### config.mk
export PLATFORM = sky130hd
export DESIGN_NAME = tra_bus_dispatch
export DESIGN_NICKNAME = d
export VERILOG_FILES = /design/src/rtl/tra_bus_dispatch.sv
export SDC_FILE = /design/constraint.sdc
export NUM_CORES = 1
export LEC_CHECK = 0
export CORE_UTILIZATION = 38
export DETAILED_ROUTE_END_ITERATION = 7
export GPL_TIMING_DRIVEN = 0
export PLACE_DENSITY = 0.78
export SYNTH_ARGS = -nofsm -noshare
export SYNTH_HDL_FRONTEND = slang
export SYNTH_SLANG_ARGS = --single-unit
export TNS_END_PERCENT = 5
### constraint.sdc
create_clock -name clk -period 2.32 [get_ports clk]
set_input_delay 0.348 -clock clk [delete_from_list [all_inputs] [get_ports clk]]
set_output_delay 0.348 -clock clk [all_outputs]
set_load 0.02 [all_outputs]
### src/rtl/tra_bus_dispatch.sv
// Transmit-path bus dispatcher: raises a one-hot request to the selected CAN
// bus node, holds it until that node acks or a timeout expires, then pulses
// end_tra or tra_err back to the transmit controller.
module tra_bus_dispatch #(
  parameter int unsigned NUM_BUS     = 32,
  parameter int unsigned TIMEOUT_CYC = 4096,
  parameter int unsigned TO_W        = 16
) (
  input  logic               clk,
  input  logic               rst,
  input  logic               start_tra,
  input  logic [75:0]        data_tra_in,
  input  logic [4:0]         data_tra_select,
  input  logic [NUM_BUS-1:0] tra_ack,
  output logic [NUM_BUS-1:0] tra_req,
  output logic [75:0]        data_tra_out,
  output logic               busy,
  output logic               end_tra,
  output logic               tra_err,
  output logic [4:0]         err_bus_id,
  output logic               start_lost
);

  localparam int unsigned FRAME_W = 76;
  localparam int unsigned SEL_W   = 5;

  typedef enum logic [1:0] {IDLE, REQ, DONE, ERR} state_t;

  state_t             state, state_nxt;
  logic [TO_W-1:0]    cnt, cnt_nxt;
  logic [SEL_W-1:0]   sel_reg, sel_nxt;
  logic [FRAME_W-1:0] data_nxt;
  logic               sel_in_valid;
  logic               ack_hit;

  // One-hot decode of a bus id; ids at or above NUM_BUS decode to all zeros.
  function automatic logic [NUM_BUS-1:0] bus_onehot(input logic [SEL_W-1:0] s);
    logic [NUM_BUS-1:0] r;
    r = '0;
    for (int unsigned i = 0; i < NUM_BUS; i++) begin
      r[i] = (32'(s) == i);
    end
    return r;
  endfunction

  assign sel_in_valid = (32'(data_tra_select) < NUM_BUS);
  // Only the ack of the addressed node counts; other bits are ignored.
  assign ack_hit      = |(tra_ack & bus_onehot(sel_reg));

  // Next-state, counter and capture logic.
  always_comb begin
    state_nxt = state;
    cnt_nxt   = cnt;
    sel_nxt   = sel_reg;
    data_nxt  = data_tra_out;
    case (state)
      IDLE: begin
        if (start_tra) begin
          data_nxt  = data_tra_in;
          sel_nxt   = data_tra_select;
          cnt_nxt   = '0;
          state_nxt = sel_in_valid ? REQ : ERR;
        end
      end
      REQ: begin
        // Ack is checked first so it wins over a same-cycle timeout.
        if (ack_hit) begin
          state_nxt = DONE;
        end else if (cnt == TO_W'(TIMEOUT_CYC - 1)) begin
          state_nxt = ERR;
        end else begin
          cnt_nxt = cnt + TO_W'(1);
        end
      end
      DONE:    state_nxt = IDLE;
      ERR:     state_nxt = IDLE;
      default: state_nxt = IDLE;
    endcase
  end

  // State, counter and captured select/frame registers.
  always_ff @(posedge clk) begin
    if (rst) begin
      state        <= IDLE;
      cnt          <= '0;
      sel_reg      <= '0;
      data_tra_out <= '0;
    end else begin
      state        <= state_nxt;
      cnt          <= cnt_nxt;
      sel_reg      <= sel_nxt;
      data_tra_out <= data_nxt;
    end
  end

  // Registered status outputs, decoded from the upcoming state.
  always_ff @(posedge clk) begin
    if (rst) begin
      tra_req    <= '0;
      busy       <= 1'b0;
      end_tra    <= 1'b0;
      tra_err    <= 1'b0;
      err_bus_id <= '0;
      start_lost <= 1'b0;
    end else begin
      tra_req    <= (state_nxt == REQ) ? bus_onehot(sel_nxt) : '0;
      busy       <= (state_nxt != IDLE);
      end_tra    <= (state_nxt == DONE);
      tra_err    <= (state_nxt == ERR);
      if (state_nxt == ERR) begin
        err_bus_id <= sel_nxt;
      end
      if (start_tra && (state != IDLE)) begin
        start_lost <= 1'b1;
      end
    end
  end

endmodule

==> reports/metrics.csv <==
stage,metric,value,unit
synthesis,multiplexer area fraction after synthesis,0.0226,
cells_and_area,final net count,1048,
synthesis,largest family of logic cells by synthesized area,simple AND/OR/NAND/NOR gates,
floorplanning,core area,14000,um^2
grt,initial antenna violation count,0,
detailed_routing,Post-DRT Antenna Nets,0,
synthesis,most numerous cell in the Yosys netlist,nand2_1,
setup_path,cell mode on critical path,buf_6,
setup_path,Crit path buffers/inverters,3,
setup_path,top cell family by delay on the critical path,simple AND/OR/NAND/NOR gates,
clock_network,H-Tree Depth,4,
timing,max-slew violations,0,
timing,"Setup violations, final",13,
clock_network,CTS Buffer Depth,2,
synthesis,fraction of registers with async set/reset,0,
setup_path,worst reg2reg startpoint,sel_reg[1]$_SDFF_PP0_,
cells_and_area,fillers,1216,
cells_and_area,# diodes,0,
power_and_ir_drop,worst vdd ir,546,uV
floorplanning,Die X,122,um
timing,final worst-path cycle share,1.03,
cells_and_area,fin util,0.631,
synthesis,Synth Warn #,0,
setup_path,max incr delay on CP,0.61,ns
detailed_routing,drt first-iter violations,279,
synthesis,Post-Synth Adder-Cell Area,0.00228,
synthesis,ranking of synthesized cells by area,"dfxtp_1 51%, nand2_1 13%, a21oi_1 8.1%",
grt,total grt overflow,0,
synthesis,ys flop type,dfxtp_1,
detailed_routing,DRC violations left,0,
setup_path,R2R Setup Slk,-0.06,ns
cells_and_area,layout cells sized above 1,0.0932,
cells_and_area,Synth-to-Final Area Change,61.1,%
timing,RSZ-0062 raised after global routing,yes,
synthesis,Synth Register Bits,140,
synthesis,syn_area_per_cell,8.13,um^2
synthesis,syn_nets,791,
synthesis,top cells by instance count after synthesis,"193 x nand2_1, 140 x dfxtp_1, 89 x a21oi_1",
timing,Slew headroom,0.541,
grt,Overall Global Routing Usage,0.236,
placement,IO Port Bufs,231,
synthesis,cells after synthesis,674,
synthesis,cell taking the most area after synthesis,dfxtp_1,
power_and_ir_drop,Tot Pwr,6.41,mW
floorplanning,die area,14900,um^2
placement,DP Wirelength,12.5,mm
synthesis,"EDFF count, synth",0,
floorplanning,num ports,233,
hold_path,hold_sp,data_tra_out[45]$_SDFFE_PP0P_,
hold_path,Hold Path Class,flop to flop,
power_and_ir_drop,Leak,3.23,nW
run,MaxCap Viol Count,0,
setup_path,crit path cell chain,"buf_6, buf_6, and4_1, a31oi_1, o21ai_1, or4_4, buf_12, a21oi_4, and3_1, nor3_1",
synthesis,Synth Area in Simple Gates,0.275,
setup_path,crit start category,flop,
detailed_routing,DR pass1 iterations,5,
timing,final period demand of the worst path,2.38,ns
cells_and_area,Top Registers,"data_tra_out: 76 flops, tra_req: 32 flops, cnt: 16 flops",
synthesis,synthesized cell area,5480,um^2
synthesis,post-synth top area share,0.511,
timing,TNS Setup,-0.316,ns
clock_network,CTS clock-pin slew for the worst setup and hold paths,0.06,ns
setup_path,Worst Path Arrival,2.67,ns
timing,Worst Max-Slew Pin Slew,0.682,ns
floorplanning,Initial Utilization,0.392,
detailed_routing,via count,5676,
grt,largest net degree at the start of global routing,17,
setup_path,"Slowest-stage cell, CP",or4_4,
clock_network,CTS root buf,clkbuf_16,
hold_path,WHS Path Cells,2,
power_and_ir_drop,Pwr Density,726,nW/um^2
cells_and_area,max FFs per register,76,
setup_path,WS Path Type,flop to flop,
setup_path,worst-path maximum fanout,7,
synthesis,Synth Area in Compound Gates,0.142,
timing,clk_skew,0.00991,ns
outcome,failing checks,setup timing,
floorplanning,die outline height,122,um
synthesis,Unique masters post-synth,60,
timing,setup ws final,-0.0614,ns
setup_path,R2R depth,10,
placement,pre-CTS setup slack,-0.631,ns
clock_network,CTS tree,done,
grt,first-pass GRT wire length,27.2,mm
timing,Fmax,420,MHz
cells_and_area,Largest Register,data_tra_out,
synthesis,Synth Area in XOR/XNOR,0.00320,
setup_path,required time worst endpoint,2.61,ns
timing,final hold vios,0,
clock_network,CTS Buf Count,17,
floorplanning,# rows,43,
setup_path,reg2reg end,err_bus_id[2]$_SDFFE_PP0N_,
setup_path,crit path capture type,flop,
detailed_routing,wire per inst,15.4,um
detailed_routing,drt total wl,17.3,mm
grt,vias in the first global route,5480,
placement,GP Congestion,0.918,
synthesis,sequential area share after synthesis,0.511,
clock_network,Worst-Skew Late Latency,0.42,ns
clock_network,TritonCTS Sinks,140,
detailed_routing,vias per cell,5.05,
outcome,outcome,"finished, violations left",
hold_path,Min-Delay Endpoint,data_tra_out[45]$_SDFFE_PP0P_,
routing by layer:
layer  up-vias  wire length, um  track usage
met3        35             1590       0.0833
met5         -                0            0
li1       2816                -            -
met4         0              371       0.0854
met2       228             8410        0.398
met1      2597             6900        0.275
where the power goes:
group / internal, mW / switching, mW / total [mW]
Sequential: 2.53 / 0.0606 / 2.59
Combinational: 0.572 / 0.674 / 1.25
Clock: 1.50 / 1.07 / 2.58
Total: 4.60 / 1.81 / 6.41
cell families after synthesis:
| family | after synthesis |
|---|---|
| AND/OR/NAND/NOR | 331 |
| flip-flops | 140 |
| AO/OA/AOI/OAI | 135 |
| buffers and inverters | 53 |
| multiplexers | 12 |
| XOR/XNOR | 2 |
| adder cells (fa/ha/maj) | 1 |
per-stage QoR:
step | cells | cell area [um^2] | hold slack, ns
after floorplan | 674 | 5480 | 0.443
after global placement | 1085 | 8020 | 0.438
after detailed placement | 1085 | 8020 | 0.441
after CTS | 1126 | 8790 | 0.450
after global routing | 1124 | 8830 | 0.461
final | 1124 | 8830 | 0.451
cell type report:
class                      count  area (um^2)  share of cell area
tap                          180          225              0.0255
buffer                        46          249              0.0282
timing repair buffer         239         2390               0.270
clock buffer                  19          443              0.0502
sequential                   140         2810               0.318
inverter                       5         18.8             0.00213
clock inverter                13          118              0.0133
multi-input combinational    482         2580               0.292
worst register-to-register path, stage by stage, from the launching register on:
cell	delay (ns)
dfxtp_4	0.35
buf_6	0.13
buf_6	0.12
and4_1	0.16
a31oi_1	0.16
o21ai_1	0.10
or4_4	0.61
buf_12	0.19
a21oi_4	0.18
and3_1	0.21
nor3_1	0.05
worst max path at each step:
stage	startpoint	depth (start not counted)	slack (ns)	endpoint
floorplan	sel_reg[0]$_SDFF_PP0_	8	0.006	cnt[3]$_SDFFE_PP0P_
finish	sel_reg[1]$_SDFF_PP0_	10	-0.06	err_bus_id[2]$_SDFFE_PP0N_
detailed placement	tra_ack[15]	10	-0.63	tra_req[19]$_SDFF_PP0_
global route	sel_reg[1]$_SDFF_PP0_	9	-0.15	cnt[10]$_SDFFE_PP0P_
global placement	tra_ack[15]	10	-0.59	tra_req[17]$_SDFF_PP0_
CTS	sel_reg[1]$_SDFF_PP0_	10	-0.04	cnt[10]$_SDFFE_PP0P_
layout by cell type, fill, tap and decap left out, types with 4 or more instances in the layout:
cell / count
nand3b_1: 6
clkinvlp_4: 5
nand4_1: 18
a31oi_1: 7
mux2i_1: 9
nand2_1: 192
or3_1: 6
dfxtp_1: 138
nor2b_1: 4
nor2_1: 36
and3_1: 9
buf_1: 8
clkdlybuf4s50_1: 231
o21ai_0: 8
a21oi_1: 89
buf_4: 6
nor3b_1: 4
nor3_2: 7
buf_6: 8
and2_1: 5
nand2b_1: 4
nand3_1: 6
inv_1: 4
clkbuf_1: 25
clkbuf_16: 17
nor3_1: 13
what timing repair did:
| action | in CTS | in global routing |
|---|---|---|
| gates resized for setup | 33 | 16 |
| pin swaps | 15 | 7 |
| buffers inserted | 7 | 0 |
| endpoints found under the setup margin | 49 | 80 |
| hold buffers | 0 | 0 |
| gates cloned | 2 | 0 |
(Power assumes the default switching activity.)
